<file path="config.mk">
export PLATFORM = sky130hd
export DESIGN_NAME = rbm_inference_sequencer
export DESIGN_NICKNAME = d
export VERILOG_FILES = /design/src/rtl/rbm_inference_sequencer.sv
export SDC_FILE = /design/constraint.sdc
export NUM_CORES = 1
export LEC_CHECK = 0
export CORE_ASPECT_RATIO = 1.2
export CORE_MARGIN = 2
export CORE_UTILIZATION = 50
export CTS_CLUSTER_SIZE = 30
export DETAILED_ROUTE_END_ITERATION = 10
export HOLD_SLACK_MARGIN = 0.02
export PLACE_DENSITY = 0.81
export SYNTH_ARGS = -nofsm -noshare
export SYNTH_HDL_FRONTEND = slang
export SYNTH_SLANG_ARGS = --single-unit
</file>
<file path="constraint.sdc">
create_clock -name clock_i -period 2.2 [get_ports clock_i]
set_input_delay 0.22 -clock clock_i [delete_from_list [all_inputs] [get_ports clock_i]]
set_output_delay 0.22 -clock clock_i [all_outputs]
set_load 0.05 [all_outputs]
</file>
<file path="src/rtl/rbm_inference_sequencer.sv">
// Serial schedule for the RBM classifier: one shared MAC/sigmoid datapath walks the hidden
// layer, then the classifier layer, tracking the running argmax of the class activations.
module rbm_inference_sequencer #(
    parameter int unsigned InDim           = 784,
    parameter int unsigned HDim            = 441,
    parameter int unsigned OutDim          = 10,
    parameter int unsigned OutputBitlength = 8,
    localparam int unsigned SrcMax = (InDim > HDim) ? InDim : HDim,
    localparam int unsigned DstMax = (HDim > OutDim) ? HDim : OutDim,
    localparam int unsigned SW     = (SrcMax > 1) ? $clog2(SrcMax) : 1,
    localparam int unsigned DW     = (DstMax > 1) ? $clog2(DstMax) : 1,
    localparam int unsigned CW     = (OutDim > 1) ? $clog2(OutDim) : 1
) (
    input  logic                       clock_i,
    input  logic                       reset_i,
    input  logic                       start_i,
    output logic                       busy_o,
    output logic                       done_o,
    output logic                       layer_o,
    output logic [SW-1:0]              src_addr_o,
    output logic [DW-1:0]              dst_addr_o,
    output logic                       mac_clear_o,
    output logic                       mac_en_o,
    output logic                       act_req_o,
    input  logic                       act_ack_i,
    output logic                       h_we_o,
    input  logic [OutputBitlength-1:0] score_i,
    output logic [CW-1:0]              class_idx_o,
    output logic [OutputBitlength-1:0] class_score_o
);

    typedef enum logic [2:0] {StIdle, StClear, StAccum, StAct, StWrite, StDone} state_e;

    localparam logic [SW-1:0] SrcLastHid = SW'(InDim - 1);
    localparam logic [SW-1:0] SrcLastOut = SW'(HDim - 1);
    localparam logic [DW-1:0] DstLastHid = DW'(HDim - 1);
    localparam logic [DW-1:0] DstLastOut = DW'(OutDim - 1);

    state_e                     state_q, state_d;
    logic                       layer_q, layer_d;
    logic [SW-1:0]              src_q, src_d;
    logic [DW-1:0]              dst_q, dst_d;
    logic [CW-1:0]              cls_idx_q, cls_idx_d;
    logic [OutputBitlength-1:0] cls_score_q, cls_score_d;
    logic [SW-1:0]              src_last;
    logic [DW-1:0]              dst_last;

    assign src_last = layer_q ? SrcLastOut : SrcLastHid;
    assign dst_last = layer_q ? DstLastOut : DstLastHid;

    always_comb begin
        state_d     = state_q;
        layer_d     = layer_q;
        src_d       = src_q;
        dst_d       = dst_q;
        cls_idx_d   = cls_idx_q;
        cls_score_d = cls_score_q;
        unique case (state_q)
            StIdle: begin
                if (start_i) begin
                    state_d     = StClear;
                    layer_d     = 1'b0;
                    src_d       = '0;
                    dst_d       = '0;
                    cls_idx_d   = '0;
                    cls_score_d = '0;
                end
            end
            StClear: begin
                src_d   = '0;
                state_d = StAccum;
            end
            StAccum: begin
                if (src_q == src_last) begin
                    state_d = StAct;
                end else begin
                    src_d = src_q + SW'(1);
                end
            end
            StAct: begin
                if (act_ack_i) begin
                    // First class always loads; strict compare keeps the lower index on ties.
                    if (layer_q && ((dst_q == '0) || (score_i > cls_score_q))) begin
                        cls_score_d = score_i;
                        cls_idx_d   = CW'(dst_q);
                    end
                    state_d = StWrite;
                end
            end
            StWrite: begin
                src_d = '0;
                if (dst_q != dst_last) begin
                    dst_d   = dst_q + DW'(1);
                    state_d = StClear;
                end else if (!layer_q) begin
                    layer_d = 1'b1;
                    dst_d   = '0;
                    state_d = StClear;
                end else begin
                    state_d = StDone;
                end
            end
            StDone: begin
                state_d = StIdle;
            end
            default: begin
                state_d = StIdle;
            end
        endcase
    end

    always_ff @(posedge clock_i) begin
        if (reset_i) begin
            state_q     <= StIdle;
            layer_q     <= 1'b0;
            src_q       <= '0;
            dst_q       <= '0;
            cls_idx_q   <= '0;
            cls_score_q <= '0;
        end else begin
            state_q     <= state_d;
            layer_q     <= layer_d;
            src_q       <= src_d;
            dst_q       <= dst_d;
            cls_idx_q   <= cls_idx_d;
            cls_score_q <= cls_score_d;
        end
    end

    assign busy_o        = (state_q == StClear) || (state_q == StAccum) ||
                           (state_q == StAct) || (state_q == StWrite);
    assign done_o        = (state_q == StDone);
    assign mac_clear_o   = (state_q == StClear);
    assign mac_en_o      = (state_q == StAccum);
    assign act_req_o     = (state_q == StAct);
    assign h_we_o        = (state_q == StWrite) && !layer_q;
    assign layer_o       = layer_q;
    assign src_addr_o    = src_q;
    assign dst_addr_o    = dst_q;
    assign class_idx_o   = cls_idx_q;
    assign class_score_o = cls_score_q;

endmodule

</file>
Word level (Yosys, flattened, before mapping)

Cells that the tools add are included.

Input port bits: 12
Bits in registers: 35
Output and inout port bits: 38
Word-level logic and storage cells: 67

Reductions and logical operators: 18
Multiplexer cells: 26
Equality and inequality tests: 14
Order comparisons: 1
Add/sub/neg operators: 2

Operator list:

| cell                                                                  | count |
|---|---|
| 9-bit two-way mux                                                     | 4 |
| 10-bit two-way mux                                                    | 3 |
| 10-bit case mux with 3 select lines                                   | 1 |
| 8-bit two-way mux                                                     | 3 |
| 9-bit case mux with 2 select lines                                    | 1 |
| 8-bit case mux with 2 select lines                                    | 1 |
| 3-bit two-way mux                                                     | 5 |
| 3-bit case mux with 5 select lines                                    | 1 |
| 4-bit two-way mux                                                     | 3 |
| 3-bit AND reduction                                                   | 4 |
| 10-bit by 1-bit adder with 10-bit output, second input constant       | 1 |
| 10-bit equality test                                                  | 1 |
| 9-bit by 1-bit adder with 9-bit output, second input constant         | 1 |
| 9-bit zero test                                                       | 1 |
| 9-bit != test                                                         | 1 |
| 8-bit > comparator                                                    | 1 |
| 4-bit case mux with 2 select lines                                    | 1 |
| 3-bit by 2-bit equality test with 1-bit output, second input constant | 2 |
| 3-bit equality test, second input constant                            | 2 |
| 2-bit by 1-bit != test with 1-bit output, second input constant       | 3 |
| 2-bit != test, second input constant                                  | 3 |
| 1-bit logical OR                                                      | 4 |
| 4-bit AND reduction                                                   | 1 |
| 2-bit nonzero test                                                    | 2 |
| 9 further kinds                                                       | 11 |

Depth between registers and ports, before layout

Depth after elaboration: 6
Mapped depth: 8

Worst setup path after synthesis

OpenSTA, ideal clock, no wires.

Kind: reg2reg
Start: reg dst_q[0] (netlist: dst_addr_o[0])
End: reg cls_idx_q[2] (netlist: class_idx_o[2])
Arrival time: 2232 ps
Slack: -155 ps
Stages on the path, launching flop included: 9
Buffers on the path: 1
Required time: 2078 ps
Period minus slack after synthesis: 2355 ps
Setup time: 122 ps
Cells stage by stage: dfxtp_1 inv_1 ha_1 nor4b_1 a21o_1 or3_1 o311a_1 buf_4 mux2i_1

Word-level cells in the longest chain between the ends: 5

Ends and longest elaborated chain:

| item                                               | line | source |
|---|---|---|
| start: declaration                                 | 42   | `logic [DW-1:0] dst_q, dst_d;` |
| start signal: assignment                           | 124  | `dst_q <= dst_d;` |
| 9-bit zero test                                    | 83   | `if (layer_q && ((dst_q == '0) \|\| (score_i > cls_score_q))) begin` |
| 1-bit logical OR                                   | 83   |  |
| 1-bit logical AND                                  | 83   |  |
| 2-bit by 1-bit != test with 1-bit output (no line) | -    |  |
| 4-bit AND reduction (no line)                      | -    |  |
| end signal: assignment                             | 125  | `cls_idx_q <= cls_idx_d;` |
| end: declaration                                   | 43   | `logic [CW-1:0] cls_idx_q, cls_idx_d;` |

No other way between the ends.
A chain may end at the register's enable or synchronous reset.

Final worst setup path

Start: reg state_q[0]
End: out mac_clear_o

Word-level cells in the longest chain between the ends: 1

Ends and longest elaborated chain:

| item                                           | line | source |
|---|---|---|
| start: declaration                             | 39   | `state_e state_q, state_d;` |
| start signal: assignment                       | 114  | `state_q <= StIdle;` |
| start signal: assignment                       | 121  | `state_q <= state_d;` |
| 3-bit by 1-bit equality test with 1-bit output | 133  | `assign mac_clear_o = (state_q == StClear);` |
| end: declaration                               | 22   | `output logic mac_clear_o,` |

No other way between the ends.

==> results_tabular.tex <==
\begin{tabular}{lr}
\hline
Metric & Value \\
\hline
\multicolumn{2}{l}{\textbf{Clock network}} \\
\quad CTS root buf & sky130\_fd\_sc\_hd\_\_clkbuf\_8 \\
\quad Clock transition at the registers of the reported paths & about 0.070 ns \\
\quad Clock tree sinks & 35 \\
\quad H-tree depth reported by CTS & 2 \\
\quad Clock Latency Late Sink & about 0.29 ns \\
\quad Number of gates resized after CTS & 0 \\
\quad Number of CTS-inserted buffers & 5 \\
\quad Number of hold buffers added after cts & 0 \\
\quad TritonCTS clock tree & yes \\
\quad Worst-case clock buffer depth & 2 \\
\quad Buffer count from post-CTS setup fixing & 0 \\
\multicolumn{2}{l}{\textbf{Layout}} \\
\quad Post-route non-filler standard cell count & 355 \\
\quad Fraction of final layout cells sized beyond drive strength 1 & around 9.6\% \\
\quad Area used by sequential logic in the layout & around 700 um2 \\
\quad Multi-input gate area in the final layout & around 1300 um2 \\
\quad Count of fill cells added during filler insertion & $\sim$330 \\
\quad Antenna diode count & 0 \\
\quad Final net count & roughly 320 \\
\quad Area grow syn2layout & 33.4\% \\
\multicolumn{2}{l}{\textbf{Critical path}} \\
\quad Crit path launch type & flip-flop \\
\quad Critical Path End Type & output pin \\
\quad Type of the worst setup path & reg -> out \\
\quad Highest net fanout along the worst path & 11 \\
\quad Critical Path RT & between 1.5 and 2 ns \\
\quad First element of the critical path & state\_q[0] \\
\quad Critical path data arrival time & roughly 1.8 ns \\
\quad Register-to-Register Path Depth & 8 \\
\quad RR Endpoint & class\_score\_o[5] \\
\quad Minimum setup slack among reg-to-reg paths & 0.21 ns \\
\quad R2r startpoint & dst\_addr\_o[0] \\
\multicolumn{2}{l}{\textbf{Global route}} \\
\quad Largest net degree at the start of global routing & 18 \\
\quad Aggregate global-route resource usage & approximately a quarter \\
\quad Antenna violations before repair & 0 \\
\quad First-pass GRT wire length & 9010 um \\
\quad Vias in the first global route & $\sim$2,000 \\
\quad Total gr overflow & 0 \\
\multicolumn{2}{l}{\textbf{Timing}} \\
\quad Share of the cycle needed by the critical path after routing & roughly 93\% \\
\quad Slew Limit Headroom & between 60\% and 70\% \\
\quad Post-layout minimum cycle time & $\sim$2.1 ns \\
\quad Final-report setup violation count & 0 \\
\quad Number of pins with negative max-slew slack in the final report & 0 \\
\quad Worst slew pin tran & around 0.53 ns \\
\quad Setup repair after global routing missed its margin & false \\
\quad Number of failing hold endpoints at the final stage & 0 \\
\quad Final Skew & about 0.0065 ns \\
\quad Maximum achievable frequency & 488 MHz \\
\quad Setup total negative slack & 0 ns \\
\quad Worst-case setup margin in the final layout & between 0.1 and 0.15 ns \\
\multicolumn{2}{l}{\textbf{Routing}} \\
\quad Remaining design rule violation count & 0 \\
\quad Antenna-violating nets left & 0 \\
\quad Via density per instance & about 5.9 \\
\quad First drt pass iteration count & 4 \\
\quad Drt wl/cell & $\sim$15 um \\
\quad Drt total wl & 5230 um \\
\quad Via count & about 2,100 \\
\quad Iter 0 DRT Violations & 240 \\
\multicolumn{2}{l}{\textbf{Synthesis}} \\
\quad Fraction of the mapped netlist area in compound gates & between 10\% and 20\% \\
\quad Net count after synthesis & 270 \\
\quad Most frequent cell after synthesis & sky130\_fd\_sc\_hd\_\_dfxtp\_1 \\
\quad Flop and latch count out of synthesis & 35 \\
\quad Top-area cell type share of the netlist area & $\sim$33\% \\
\quad Total number of yosys warnings & 0 \\
\quad Area contributors post-synth & sky130\_fd\_sc\_hd\_\_dfxtp\_1, sky130\_fd\_sc\_hd\_\_ha\_1, sky130\_fd\_sc\_hd\_\_mux2i\_1 \\
\quad Netlist area before placement & 2110 um2 \\
\quad Main combinational cell family by area after synthesis & simple AND/OR/NAND/NOR gates \\
\quad Synth Area per Inst & 8.56 um2 \\
\quad Proportion of synthesized area in mux cells & 6.15\% \\
\quad Syn Inst Count & between 200 and 250 \\
\quad Most used flip-flop cell after synthesis & sky130\_fd\_sc\_hd\_\_dfxtp\_1 \\
\quad Share of the synthesized netlist area taken by xor and xnor gates & around 2.9\% \\
\quad Share of async-settable or async-resettable flops after synthesis & 0\% \\
\quad Adder-cell share of the synthesized area & 6.51\% \\
\quad Synth Area in Simple Gates & between 30\% and 40\% \\
\quad Count of different cell masters after synthesis & a little over 50 \\
\quad Sequential-to-total area share from yosys stat & between 30\% and 40\% \\
\quad Most frequent cells after synthesis & sky130\_fd\_sc\_hd\_\_dfxtp\_1, sky130\_fd\_sc\_hd\_\_a21oi\_1, sky130\_fd\_sc\_hd\_\_nor2\_1 \\
\quad Cell accounting for the most synthesized area & sky130\_fd\_sc\_hd\_\_dfxtp\_1 \\
\quad Post-synth EDFFs & 0 \\
\multicolumn{2}{l}{\textbf{Floorplan}} \\
\quad Initial core utilization & 52.8\% \\
\quad DIE AREA & between 4000 and 5000 um2 \\
\quad Row count & 25 \\
\quad I/O pins & 50 \\
\quad Die Height & around 75 um \\
\quad Core region area & about 4000 um2 \\
\quad Die span in x & 63.4 um \\
\multicolumn{2}{l}{\textbf{Status}} \\
\quad Status & finished clean \\
\multicolumn{2}{l}{\textbf{Hold path}} \\
\quad Cells on Worst Hold Path & 2 \\
\quad Classification of the worst-slack hold path & reg -> reg \\
\quad Hold path startpoint & class\_idx\_o[3] \\
\quad Endpoint, Worst Hold & class\_idx\_o[3] \\
\multicolumn{2}{l}{\textbf{Place}} \\
\quad Pre-CTS setup slack & roughly 0.048 ns \\
\quad Total half-perimeter wirelength after legalization and detailed placement & roughly 3900 um \\
\quad Placer Congestion & 0.933 \\
\quad Port Buf Inserts & between 40 and 50 \\
\quad Post-placement cell count & about 350 \\
\multicolumn{2}{l}{\textbf{Flow run}} \\
\quad Max capacitance violation total & 0 \\
\multicolumn{2}{l}{\textbf{Power and ir drop}} \\
\quad Static leakage & between 0.9 and 1 nW \\
\quad Power density over the cells & 533 nW/um2 \\
\quad Max IR drop VDD & approximately 0.47 mV \\
\hline
\end{tabular}
## power by group
| part | switching, W | internal, W |
|---|---|---|
| combinational | 0.000148 | 0.000114 |
| sequential | 0.0000162 | 0.000642 |
| clock | 0.000245 | 0.000337 |
| total | 0.000409 | 0.00109 |
## placed cells by master, fill, tap and decap left out, drive strengths merged, types with 3 or more instances in the layout
cell           netlist  final
mux2i               13     13
xnor2                5      5
dfxtp               35     35
or4                  7      7
o21ai                9      9
nor3b                4      4
clkbuf               7      5
nor2                16     16
and3                 4      4
inv                 14     14
nor4                 3      3
o211ai               3      3
nand3b              10     10
nand3                9      9
nand4                9      9
a21oi               17     17
or3                  5      5
a21o                 3      3
nor3                 4      4
nor2b                3      3
ha                  11     11
nor4b                4      4
nand2                9      9
buf                  5     14
clkdlybuf4s50        0     44
nand2b              12     12
## state kept, by name, indices dropped and copies added, names as in the netlist
register and cells:
state_q 3, class_idx_o 4, src_addr_o 10, dst_addr_o 9, layer_o 1, class_score_o 8
## metal layers
| metal | vias up | GRT usage, % | share of wire (%) |
|---|---|---|---|
| met1 | 991 | 28.2 | 42 |
| met4 | 0 | 11.4 | 1.7 |
| met2 | 63 | 41.6 | 51 |
| met3 | 7 | 5.68 | 5.4 |
| met5 | - | 0 | 0 |
| li1 | 1020 | - | - |
## per-stage QoR
step | utilization [%] | hold WS, ns | instance area [um2] | total power [W]
after floorplan | - | 0.389 | 2120 | 0.000843
after global placement | 67.6 | 0.464 | 2710 | 0.000929
after detailed placement | 67.6 | 0.464 | 2710 | 0.000932
after CTS | 70.4 | 0.480 | 2820 | 0.00152
after global routing | 70.4 | 0.510 | 2820 | 0.00158
final | 70.4 | 0.477 | 2820 | 0.00150
## layout make-up
cell class	instances	share of cell area (%)
inverter	14	1.86
multi-input combinational	186	46.1
tap	54	2.40
clock buffer	5	2.44
timing repair buffer	58	20.7
clock inverter	3	1.55
sequential	35	24.9
## logic make-up (layout without fill, tap and decap cells)
kind of cell	count (synthesis)	after routing
mux	13	13
fa+ha+maj	11	11
buf+inv	26	80
simple gates	107	107
xor+xnor	7	7
flops	35	35
compound gates	48	48
## how the worst max path moves through the flow
stage	endpoint	slack (ns)	cells after the start
detailed placement	class_score_o[5]	0.05	8
floorplan	class_idx_o[2]	0.05	8
global route	mac_clear_o	0.007	2
CTS	mac_clear_o	0.12	2
global placement	class_score_o[5]	0.1	8
finish	mac_clear_o	0.15	2
## worst max-delay path, cell delays in order (launching register included)
cell and delay [ns]:
sky130_fd_sc_hd__dfxtp_1 0.48, sky130_fd_sc_hd__nor3b_1 0.23, sky130_fd_sc_hd__clkdlybuf4s50_1 0.83
(Power assumes the default switching activity.)
